**src/rtl/mc_control_if.sv**
```systemverilog
// Bundle between the multicycle datapath and its control FSM: instruction fields and the
// ALU zero flag flow into the controller, enables and selects flow back out.
interface mc_control_if;
    logic [5:0] opcode;
    logic [5:0] funct;
    logic       zf;

    logic       pc_write;
    logic       ir_write;
    logic       mem_write;
    logic       iord;
    logic       reg_write;
    logic       reg_dst;
    logic       mem_to_reg;
    logic       alu_src_a;
    logic [1:0] alu_src_b;
    logic [1:0] pc_src;
    logic [3:0] alu_op;
    logic [3:0] state;
    logic       illegal;

    // Datapath side: supplies instruction fields and flags, consumes controls.
    modport master (
        output opcode, funct, zf,
        input  pc_write, ir_write, mem_write, iord, reg_write, reg_dst, mem_to_reg,
        input  alu_src_a, alu_src_b, pc_src, alu_op, state, illegal
    );

    // Controller side.
    modport slave (
        input  opcode, funct, zf,
        output pc_write, ir_write, mem_write, iord, reg_write, reg_dst, mem_to_reg,
        output alu_src_a, alu_src_b, pc_src, alu_op, state, illegal
    );
endinterface

```
**src/rtl/mc_control.sv**
```systemverilog
// Multicycle MIPS-subset control FSM (lw, sw, R-type, beq, addi, j).
// Controls are decoded from the state register; only BRANCH pc_write (from zf), RTEX alu_op
// (from funct) and the illegal pulse look at live inputs. Reset gates every output low.
module mc_control (
    input  logic        clk,
    input  logic        rst,
    mc_control_if.slave bus
);

    typedef enum logic [3:0] {
        StFetch   = 4'd0,
        StDecode  = 4'd1,
        StMemAdr  = 4'd2,
        StMemRd   = 4'd3,
        StMemWb   = 4'd4,
        StMemWr   = 4'd5,
        StRtEx    = 4'd6,
        StRtWb    = 4'd7,
        StBranch  = 4'd8,
        StAddiEx  = 4'd9,
        StAddiWb  = 4'd10,
        StJump    = 4'd11
    } state_e;

    localparam logic [5:0] OpLw    = 6'b100011;
    localparam logic [5:0] OpSw    = 6'b101011;
    localparam logic [5:0] OpRtype = 6'b000000;
    localparam logic [5:0] OpBeq   = 6'b000100;
    localparam logic [5:0] OpAddi  = 6'b001000;
    localparam logic [5:0] OpJ     = 6'b000010;

    state_e     state_q, state_d;
    logic [3:0] rt_alu_op;
    logic       rt_legal;

    // Map R-type funct to an ALU operation; unknown functs fall back to ADD and are flagged.
    always_comb begin
        rt_legal  = 1'b1;
        rt_alu_op = 4'b0010;
        case (bus.funct)
            6'b100100: rt_alu_op = 4'b0000;
            6'b100101: rt_alu_op = 4'b0001;
            6'b100000: rt_alu_op = 4'b0010;
            6'b100010: rt_alu_op = 4'b0110;
            6'b101010: rt_alu_op = 4'b0111;
            6'b100111: rt_alu_op = 4'b1100;
            6'b000000: rt_alu_op = 4'b1111;
            default:   rt_legal  = 1'b0;
        endcase
    end

    // Next-state: opcode/funct are only consulted in DECODE, MEMADR and RTEX.
    always_comb begin
        state_d = StFetch;
        case (state_q)
            StFetch:  state_d = StDecode;
            StDecode: begin
                case (bus.opcode)
                    OpLw, OpSw: state_d = StMemAdr;
                    OpRtype:    state_d = StRtEx;
                    OpBeq:      state_d = StBranch;
                    OpAddi:     state_d = StAddiEx;
                    OpJ:        state_d = StJump;
                    default:    state_d = StFetch;
                endcase
            end
            StMemAdr: state_d = (bus.opcode == OpLw) ? StMemRd : StMemWr;
            StMemRd:  state_d = StMemWb;
            StRtEx:   state_d = rt_legal ? StRtWb : StFetch;
            StAddiEx: state_d = StAddiWb;
            // MEMWB, MEMWR, RTWB, BRANCH, ADDIWB, JUMP and unused codes all return to FETCH.
            default:  state_d = StFetch;
        endcase
    end

    // State register; asynchronous reset lands in FETCH at once.
    always_ff @(posedge clk or posedge rst) begin
        if (rst) begin
            state_q <= StFetch;
        end else begin
            state_q <= state_d;
        end
    end

    assign bus.state = state_q;

    // Control decode per state; everything held low while rst is asserted.
    always_comb begin
        bus.pc_write   = 1'b0;
        bus.ir_write   = 1'b0;
        bus.mem_write  = 1'b0;
        bus.iord       = 1'b0;
        bus.reg_write  = 1'b0;
        bus.reg_dst    = 1'b0;
        bus.mem_to_reg = 1'b0;
        bus.alu_src_a  = 1'b0;
        bus.alu_src_b  = 2'b00;
        bus.pc_src     = 2'b00;
        bus.alu_op     = 4'b0000;
        bus.illegal    = 1'b0;
        if (!rst) begin
            case (state_q)
                StFetch: begin
                    bus.ir_write  = 1'b1;
                    bus.alu_src_b = 2'b01;
                    bus.alu_op    = 4'b0010;
                    bus.pc_write  = 1'b1;
                end
                StDecode: begin
                    bus.alu_src_b = 2'b11;
                    bus.alu_op    = 4'b0010;
                    // Only an unknown opcode sends DECODE straight back to FETCH.
                    bus.illegal   = (state_d == StFetch);
                end
                StMemAdr, StAddiEx: begin
                    bus.alu_src_a = 1'b1;
                    bus.alu_src_b = 2'b10;
                    bus.alu_op    = 4'b0010;
                end
                StMemRd: bus.iord = 1'b1;
                StMemWb: begin
                    bus.reg_write  = 1'b1;
                    bus.mem_to_reg = 1'b1;
                end
                StMemWr: begin
                    bus.iord      = 1'b1;
                    bus.mem_write = 1'b1;
                end
                StRtEx: begin
                    bus.alu_src_a = 1'b1;
                    bus.alu_op    = rt_alu_op;
                    bus.illegal   = !rt_legal;
                end
                StRtWb: begin
                    bus.reg_write = 1'b1;
                    bus.reg_dst   = 1'b1;
                end
                StBranch: begin
                    bus.alu_src_a = 1'b1;
                    bus.alu_op    = 4'b0110;
                    bus.pc_src    = 2'b01;
                    bus.pc_write  = bus.zf;
                end
                StAddiWb: bus.reg_write = 1'b1;
                StJump: begin
                    bus.pc_src   = 2'b10;
                    bus.pc_write = 1'b1;
                end
                default: ;
            endcase
        end
    end

endmodule

```
**src/flat_wrapper.sv**
```systemverilog
// flat-port wrapper written by rule: the top's interface ports become plain ports
module mc_control_flat 
  (clk, rst, bus_opcode, bus_funct, bus_zf, bus_pc_write, bus_ir_write, bus_mem_write, bus_iord, bus_reg_write, bus_reg_dst, bus_mem_to_reg, bus_alu_src_a, bus_alu_src_b, bus_pc_src, bus_alu_op, bus_state, bus_illegal);
  mc_control_if bus_i ();
  input  logic clk;
  input  logic rst;
  input wire logic [$bits(bus_i.opcode)-1:0] bus_opcode;
  input wire logic [$bits(bus_i.funct)-1:0] bus_funct;
  input wire logic [$bits(bus_i.zf)-1:0] bus_zf;
  output wire logic [$bits(bus_i.pc_write)-1:0] bus_pc_write;
  output wire logic [$bits(bus_i.ir_write)-1:0] bus_ir_write;
  output wire logic [$bits(bus_i.mem_write)-1:0] bus_mem_write;
  output wire logic [$bits(bus_i.iord)-1:0] bus_iord;
  output wire logic [$bits(bus_i.reg_write)-1:0] bus_reg_write;
  output wire logic [$bits(bus_i.reg_dst)-1:0] bus_reg_dst;
  output wire logic [$bits(bus_i.mem_to_reg)-1:0] bus_mem_to_reg;
  output wire logic [$bits(bus_i.alu_src_a)-1:0] bus_alu_src_a;
  output wire logic [$bits(bus_i.alu_src_b)-1:0] bus_alu_src_b;
  output wire logic [$bits(bus_i.pc_src)-1:0] bus_pc_src;
  output wire logic [$bits(bus_i.alu_op)-1:0] bus_alu_op;
  output wire logic [$bits(bus_i.state)-1:0] bus_state;
  output wire logic [$bits(bus_i.illegal)-1:0] bus_illegal;
  assign bus_i.opcode = bus_opcode;
  assign bus_i.funct = bus_funct;
  assign bus_i.zf = bus_zf;
  assign bus_pc_write = bus_i.pc_write;
  assign bus_ir_write = bus_i.ir_write;
  assign bus_mem_write = bus_i.mem_write;
  assign bus_iord = bus_i.iord;
  assign bus_reg_write = bus_i.reg_write;
  assign bus_reg_dst = bus_i.reg_dst;
  assign bus_mem_to_reg = bus_i.mem_to_reg;
  assign bus_alu_src_a = bus_i.alu_src_a;
  assign bus_alu_src_b = bus_i.alu_src_b;
  assign bus_pc_src = bus_i.pc_src;
  assign bus_alu_op = bus_i.alu_op;
  assign bus_state = bus_i.state;
  assign bus_illegal = bus_i.illegal;
  mc_control u_core (.clk(clk), .rst(rst), .bus(bus_i));
endmodule
```
**config.mk**
```make
export PLATFORM = sky130hd
export DESIGN_NAME = mc_control_flat
export DESIGN_NICKNAME = d
export VERILOG_FILES = /design/src/rtl/mc_control_if.sv /design/src/rtl/mc_control.sv /design/src/flat_wrapper.sv
export SDC_FILE = /design/constraint.sdc
export NUM_CORES = 1
export LEC_CHECK = 0
export ABC_CLOCK_PERIOD_IN_PS = 3800
export CAP_MARGIN = 10
export CELL_PAD_IN_SITES_DETAIL_PLACEMENT = 1
export CELL_PAD_IN_SITES_GLOBAL_PLACEMENT = 1
export CORE_MARGIN = 3
export CORE_UTILIZATION = 43
export DETAILED_ROUTE_END_ITERATION = 7
export DONT_BUFFER_PORTS = 1
export GPL_TIMING_DRIVEN = 0
export PLACE_DENSITY_LB_ADDON = 0.1
export SETUP_SLACK_MARGIN = 0.5
export SYNTH_ARGS = -nofsm -noshare
export SYNTH_HDL_FRONTEND = slang
export SYNTH_SLANG_ARGS = --single-unit
```
**constraint.sdc**
```tcl
create_clock -name clk -period 3.8 [get_ports clk]
set_clock_uncertainty 0.1 [all_clocks]
set_input_delay 0.57 -clock clk [delete_from_list [all_inputs] [get_ports clk]]
set_output_delay 0.57 -clock clk [all_outputs]
set_load 0.01 [all_outputs]
```
# Word level (Yosys, flattened, before mapping)
# Index checks and enable logic that the tools add are counted.
word_totals:
  out_inout_bits: 21
  inputBits: 15
  register_bits: 4
  wordCells: 66
classes:
  n_mux: 30
  eq_ne: 22
  n_reduce_logical: 13
op_table:
  columns: ["cell", "n"]
  rows:
  - ["$eq 6x6->1 const B", 8]
  - ["$pmux 4 s6", 2]
  - ["$pmux 4 s5", 1]
  - ["$mux 1", 17]
  - ["$eq 4x3->1 const B", 4]
  - ["$eq 4x4->1 const B", 4]
  - ["$logic_not 6->1", 2]
  - ["$pmux 4 s3", 1]
  - ["$eq 4x2->1 const B", 2]
  - ["$logic_not 4->1", 2]
  - ["$reduce_or 2->1", 4]
  - ["$reduce_or 4->1", 2]
  - ["$reduce_or 7->1", 1]
  - ["$eq 6x2->1 const B", 1]
  - ["$eq 6x3->1 const B", 1]
  - ["$eq 6x4->1 const B", 1]
  - ["$mux 3", 2]
  - ["$pmux 2 s3", 1]
  - ["$eq 4x1->1 const B", 1]
  - ["$mux 2", 2]
  - ["$mux 4", 1]
  - ["$pmux 1 s2", 2]
  - ["$pmux 2 s2", 1]
  - ["$reduce_or 3->1", 1]
  - ["$logic_not 1->1", 1]

# Depth between registers and ports, before layout
# Gate-level depths: netlist of run 1.
logic_depth:
  word_depth: 8
  ltp_mapped: 5
  mapped_depth_nobuf: 4

# Least setup slack after synthesis of run 1
# Ideal clock, no wire load.
synth_timing:
  kind: "input -> output"
  from: "input bus_funct[5]"
  to: "output bus_illegal"
  path_buffers: 1
  path_stages: 5
  t_arrival_ns: 1.742
  path_slack_ns: 1.388
  required_time_ns: 3.130
  cell_sequence: "buf_4 -> and4b_2 -> a31oi_1 -> a21oi_1 -> o41ai_1"
synth_between:
  elab_chain_cells: 8
  elab_cells_between_ends: 15
  cone_classes: "6 x eq/ne; 5 x mux; 4 x reduce/logical"
synth_lines:
  columns: ["element", "line", "source"]
  rows:
  - ["from (decl)", "flat_wrapper.sv:8", "input wire logic [$bits(bus_i.funct)-1:0] bus_funct;"]
  - ["$eq 6x6->1 / $logic_not 6->1 (equally long branches)", "mc_control.sv:40", "case (bus.funct)"]
  - ["$reduce_or 7->1 (no source line) *", null, null]
  - ["$mux 1 *", "mc_control.sv:40", null]
  - ["$mux 3", "mc_control.sv:69", "StRtEx: state_d = rt_legal ? StRtWb : StFetch;"]
  - ["$pmux 4 s6", "mc_control.sv:55", "case (state_q)"]
  - ["$logic_not 4->1", "mc_control.sv:113", "bus.illegal = (state_d == StFetch);"]
  - ["$pmux 1 s2 *", "mc_control.sv:102", "case (state_q)"]
  - ["$mux 1 *", "mc_control.sv:101", "if (!rst) begin"]
  - ["to (decl)", "flat_wrapper.sv:22", "output wire logic [$bits(bus_i.illegal)-1:0] bus_illegal;"]
# Mark *: on every way between the ends. The rest lies on a longest branch, timed or not.

# Worst setup path after layout of run 1
layout_timing:
  from: "register u_core.state_q[0], in the netlist u_core.bus.state[0]"
  to: "output bus_alu_op[3]"
layout_between:
  elab_chain_cells: 4
  elab_cells_between_ends: 9
  cone_classes: "5 x eq/ne; 2 x mux; 2 x reduce/logical"
layout_lines:
  columns: ["element", "line", "source"]
  rows:
  - ["from (decl)", "mc_control.sv:32", "state_e state_q, state_d;"]
  - ["from (signal assigned)", "mc_control.sv:79", "state_q <= StFetch;"]
  - ["from (signal assigned)", "mc_control.sv:81", "state_q <= state_d;"]
  - ["$eq 4x2->1, or another cell as far along", "mc_control.sv:102", null]
  - ["$reduce_or 4->1 (no source line)", null, null]
  - ["$pmux 4 s3 *", "mc_control.sv:102", null]
  - ["$mux 4 *", "mc_control.sv:101", null]
  - ["to (decl)", "flat_wrapper.sv:20", "output wire logic [$bits(bus_i.alu_op)-1:0] bus_alu_op;"]
# Marked as above.

==> flow_metrics.env, run 1 <==
export IMPL_status="finished clean"
export IMPL_clkTransAtPathRegs_ns=0.04
export IMPL_final_common_cell="nor2_1"
export IMPL_holdBufCountCts=0
export IMPL_drtIter0Drc=17
export IMPL_io_pins=36
export IMPL_fin_nets=114
export IMPL_antennaDiodeCount=0
export IMPL_ys_seq_area_share_pct=14.9
export IMPL_cts_buffer_depth=2
export IMPL_p_sw_uw=141
export IMPL_fin_tns_setup_ns=0
export IMPL_cp_startpoint="u_core.bus.state[0]"
export IMPL_required_ns=3.13
export IMPL_hpwl_mm=1.56
export IMPL_timing_final_crit_share_pct=72.0
export IMPL_cts_setup_buffers=0
export IMPL_via_count=718
export IMPL_hold_path_class="input pin to async pin"
export IMPL_fillers=198
export IMPL_fmaxAchievable_mhz=366
export IMPL_setup_viol=0
export IMPL_grt_pass1_wl_mm=3.23
export IMPL_drt_antenna_violating_nets=0
export IMPL_grt_ovfl_total=0
export IMPL_antenna_found_initial=0
export IMPL_async_flop_share_pct=100
export IMPL_critPathKind="register to primary output"
export IMPL_powerDensity_nw_per_um2=419
export IMPL_layout_drive_gt1_share_pct=17.5
export IMPL_worst_pin_slew_ns=0.676
export IMPL_drv_slew=0
export IMPL_seq_power_share_pct=23.6
export IMPL_clk_latency_ns=0.24
export IMPL_netlist_area_um2=672
export IMPL_p_comb_share_pct=58.1
export IMPL_finalHoldViolCount=0
export IMPL_die_h_um=45.5
export IMPL_route_detailed_drc=0
export IMPL_die_w_um=45.5
export IMPL_synth_nets=109
export IMPL_syn_area_per_cell_um2=7.15
export IMPL_first_global_vias=724
export IMPL_end_kind="primary output"
export IMPL_relSlewSlack_pct=54.5
export IMPL_critPathMaxFanout=10
export IMPL_drt_total_wl_mm=1.97
export IMPL_rsz0062_at_grt="false"
export IMPL_synth_seq_cells=4
export IMPL_max_cap_viol_count=0
export IMPL_place_congestion=0.816
export IMPL_core_um2=1380
export IMPL_post_cts_resized=0
export IMPL_area_growth_pct=6.15
export IMPL_stdcell_area_um2=713
export IMPL_placed_cell_area_um2=691
export IMPL_cts_tree="built"
export IMPL_pwr_share_clk_pct=18.3
export IMPL_viasPerCell=6.41
export IMPL_finalCriticalPeriod_ns=2.74
export IMPL_yosysWarnings=0
export IMPL_clock_sinks=4
export IMPL_cts_htree_levels=1
export IMPL_synth_enable_flop_cells=0
export IMPL_synth_distinct_cells=43
export IMPL_root_buffer="clkbuf_4"
export IMPL_p_leak_nw=0.264
export IMPL_ys_flop_type="dfrtp_1"
export IMPL_final_cell_mix="nor2_1, nand2_1"
export IMPL_portBuffers=0
export IMPL_grt_max_degree=11
export IMPL_die_area_um2=2070
export IMPL_grt_use_total_pct=21.1
export IMPL_post_drt_wl_per_cell_um=17.6
export IMPL_postSynthCellCount=94
export IMPL_largest_reg_flops=4
export IMPL_drt_pass1_iter_count=4
export IMPL_initial_utilization_pct=48.6
export IMPL_power_internal_uw=158
export IMPL_num_rows=13
export IMPL_cp_data_arrival_time_ns=2.07
export IMPL_vdd_drop_max_mv=0.139
export IMPL_reg2reg_from="u_core.bus.state[0]"
export IMPL_start_kind="register"
export IMPL_switching_share_pct=47.2
export IMPL_numCtsBuffers=3
==> kinds of logic after synthesis <==
family                 share of synthesized area [%]
AND/OR/NAND/NOR                                 38.7
multiplexers                                    1.49
buffers and inverters                           10.1
flip-flops                                      14.9
XOR/XNOR                                        3.91
AO/OA/AOI/OAI                                   30.9
==> routing by layer <==
metal  global-route usage (%)  up-vias  wire (µm)
li1                         -      360          -
met1                     27.0      325        896
met2                     34.0       33        909
met3                     7.91        0        169
met4                     3.51        0          0
met5                        0        -          0
==> power groups by stage <==
stage                     combinational [mW]  clock [mW]  sequential, mW
after floorplan                        0.143           0          0.0673
after global placement                 0.171           0          0.0709
after detailed placement               0.174           0          0.0714
after CTS                              0.175      0.0566          0.0710
after global routing                   0.190      0.0615          0.0724
final                                  0.174      0.0547          0.0704
==> synthesized netlist by cell type, types with 2 or more instances <==
cell      count  area [µm²]
nor3_1        5        25.0
nand2_1       6        22.5
xor2_1        2        17.5
nor4_1        5        31.3
a211oi_1      4        30.0
a21o_2        2        17.5
clkbuf_1      2        7.51
nand3_1       3        15.0
or3b_4        2        22.5
o31ai_1       2        15.0
o21ai_0       5        25.0
o211ai_1      2        15.0
dfrtp_1       4         100
inv_1         5        18.8
o41ai_1       2        17.5
a21oi_1       4        20.0
or3_1         2        12.5
nor2_1        9        33.8
nand2b_1      4        25.0
==> path summary, 6_finish.rpt <==
| kind | endpoint | slack (ns) | depth (start not counted) |
|---|---|---|---|
| max in group asynchronous | u_core.bus.state[2] | 3.37 | 1 |
| min reg2reg | u_core.bus.state[1] | 0.68 | 3 |
| max | bus_alu_op[3] | 1.06 | 4 |
| min in group clk | u_core.bus.state[1] | 0.51 | 3 |
| min | u_core.bus.state[3] | 0.03 | 1 |
| max reg2reg | u_core.bus.state[1] | 1.91 | 5 |
==> stage by stage <==
step	util [%]	hold slack, ns	instances	setup slack (ns)	power (mW)
global placement	50.0	0.284	109	1.25	0.242
global route	51.6	0.0418	112	1.01	0.323
floorplan	-	0.258	94	1.39	0.210
finish	51.6	0.0331	112	1.06	0.299
CTS	51.6	0.0320	112	1.04	0.303
detailed placement	50.0	0.288	109	1.20	0.246
==> worst max-delay path: stages (launching register included) <==
cell       delay (ns)
dfrtp_1          0.42
buf_6            0.16
or3b_4           0.43
or3b_4           0.44
a2111oi_2        0.38
==> cell type report <==
type                            instances  area [µm²]  share of cell area, %
Multi-Input combinational cell         78         504                   70.7
Sequential cell                         4         100                   14.0
Buffer                                  7        48.8                   6.84
Clock buffer                            3        22.5                   3.16
Inverter                                5        18.8                   2.63
Tap cell                               15        18.8                   2.63
No activity file was read; power rests on OpenSTA's default activity.
==> run 2, diff against run 1 <==
- ABC_CLOCK_PERIOD_IN_PS: 3800 -> 2360
- CORE_UTILIZATION: 43 -> 36
- clock period: 3.8 -> 2.36 ns (I/O delays scaled with it)
==> flow_metrics.env, run 2 (synthesis results as in run 1) <==
export IMPL_status="complete, but fails checks"
export IMPL_violations="negative setup slack"
export IMPL_die_h_um=49.2
export IMPL_grt_use_total_pct=20.2
export IMPL_max_cap_viol_count=0
export IMPL_finalCriticalPeriod_ns=2.39
export IMPL_drt_antenna_violating_nets=0
export IMPL_num_rows=14
export IMPL_holdWs_ns=0.320
export IMPL_area_growth_pct=62.8
export IMPL_hpwl_mm=1.64
export IMPL_clock_sinks=4
export IMPL_die_area_um2=2420
export IMPL_p_sw_uw=407
export IMPL_first_global_vias=789
export IMPL_largest_reg_flops=4
export IMPL_power_internal_uw=451
export IMPL_cts_tree="built"
export IMPL_grt_max_degree=11
export IMPL_die_w_um=49.2
export IMPL_final_cell_mix="buf_6, buf_4, nand2_1"
export IMPL_pwr_share_clk_pct=10.0
export IMPL_cts_buffer_depth=2
export IMPL_p_comb_share_pct=75.7
export IMPL_layoutNonFillerInstCount=133
export IMPL_route_detailed_drc=0
export IMPL_crit_family="simple AND/OR/NAND/NOR gates"
export IMPL_root_buffer="clkbuf_4"
export IMPL_relSlewSlack_pct=34.8
export IMPL_vdd_drop_max_mv=0.639
export IMPL_cpPeakStageDelay_ns=0.44
export IMPL_seq_power_share_pct=14.3
export IMPL_antennaDiodeCount=0
export IMPL_finalHoldViolCount=0
export IMPL_core_um2=1630
export IMPL_via_count=884
export IMPL_clk_latency_ns=0.23
export IMPL_drt_pass1_iter_count=4
export IMPL_rsz0062_at_grt="true"
export IMPL_numCtsBuffers=3
export IMPL_setup_viol=2
export IMPL_setup_ws_ns=-0.0314
export IMPL_grt_pass1_wl_mm=3.93
export IMPL_start_kind="register"
export IMPL_critPathMaxFanout=4
export IMPL_worst_pin_slew_ns=0.978
export IMPL_fin_nets=126
export IMPL_fmaxAchievable_mhz=418
export IMPL_powerDensity_nw_per_um2=785
export IMPL_io_pins=36
export IMPL_switching_share_pct=47.5
export IMPL_cts_htree_levels=1
export IMPL_cp_data_arrival_time_ns=1.94
export IMPL_drv_slew=0
export IMPL_p_leak_nw=0.372
export IMPL_critPathKind="register to primary output"
export IMPL_grt_ovfl_total=0
export IMPL_initial_utilization_pct=41.2
export IMPL_viasPerCell=6.65
export IMPL_required_ns=1.91
export IMPL_post_drt_wl_per_cell_um=26.2
export IMPL_critPathBufInv=1
export IMPL_slowest_stage="or3b_4"
export IMPL_hold_path_class="input pin to register"
export IMPL_layout_drive_gt1_share_pct=55.0
export IMPL_place_congestion=0.745
export IMPL_finish_utilization_pct=67.1
export IMPL_drt_total_wl_mm=3.49
export IMPL_drtIter0Drc=13
export IMPL_timing_final_crit_share_pct=101
export IMPL_clkTransAtPathRegs_ns=0.04
export IMPL_portBuffers=0
export IMPL_total_power_uw=858
export IMPL_path_cells="buf_6 -> or3b_4 -> or3b_4 -> a2111oi_4"
export IMPL_crit_path_frequent_cell="or3b_4"
export IMPL_antenna_found_initial=0
export IMPL_end_kind="primary output"
export IMPL_place_inst=118
## run 2: changes by cell type in the layout (fill, tap and decap cells not counted), moves of 3 or more
cell      previous run  this run
nand2b_1             4         1
a211oi_1             4         1
buf_4                1         7
nor4_4               0         3
nor2_1               9         3
nor4_1               5         1
buf_6                1         7
nor2_2               0         4
## run 2: routing by layer
layer,track usage [%],up-vias,routed length (µm)
met5,0,-,0
met4,5.69,0,112
met1,25.4,440,1340
met3,3.67,10,188
met2,34.8,47,1850
li1,-,387,-
## run 2: final timing paths
| check | from | end | slack [ns] | cells past startpoint |
|---|---|---|---|---|
| worst max register to register | u_core.bus.state[0] | u_core.bus.state[1] | 0.34 | 6 |
| worst min-delay path | bus_opcode[2] | u_core.bus.state[0] | 0.32 | 2 |
| min in group asynchronous | rst | u_core.bus.state[2] | 0.45 | 2 |
| worst max-delay path | u_core.bus.state[0] | bus_alu_op[3] | -0.03 | 4 |
| max in group asynchronous | rst | u_core.bus.state[3] | 1.52 | 2 |
| worst min register to register | u_core.bus.state[3] | u_core.bus.state[1] | 0.75 | 3 |
## run 2: worst reg2reg max path, stage by stage, from the launching register on
cell and delay (ns):
dfrtp_1 0.41, buf_6 0.14, or3b_4 0.41, or3b_4 0.45
buf_4 0.17, a21oi_4 0.14, nand2b_4 0.14
## run 2: layout make-up
class	instances	area, µm²
inverters	5	22.5
repair buffers	12	123
plain buffers	7	57.6
fillers	179	536
clock buffers	3	22.5
multi-input cells	78	736
well taps	24	30.0
flip-flops and latches	4	103
## run 2: timing repair
item	in CTS	in global routing
buffers inserted	3	8
gates cloned	0	0
endpoints found under the hold margin	4	0
hold buffers	1	0
setup endpoints to repair	20	18
pin swaps	4	12
gates resized for setup	19	39
## run 2: power groups by stage
| stage | Clock, mW | Combinational [mW] | Sequential, mW |
|---|---|---|---|
| 3_5_place_dp | 0 | 0.284 | 0.115 |
| 5_1_grt | 0.0994 | 0.677 | 0.123 |
| 6_report | 0.0859 | 0.650 | 0.122 |
| 2_1_floorplan | 0 | 0.231 | 0.108 |
| 3_3_place_gp | 0 | 0.279 | 0.115 |
| 4_1_cts | 0.0865 | 0.345 | 0.116 |
## run 2: per-stage QoR
stage	cell area [µm²]	setup WS [ns]	TNS, ns
4_1_cts	852	-0.0190	-0.0278
6_report	1090	-0.0314	-0.0552
3_3_place_gp	719	0.178	0
5_1_grt	1090	-0.0959	-0.290
3_5_place_dp	719	0.165	0
2_1_floorplan	689	0.274	0
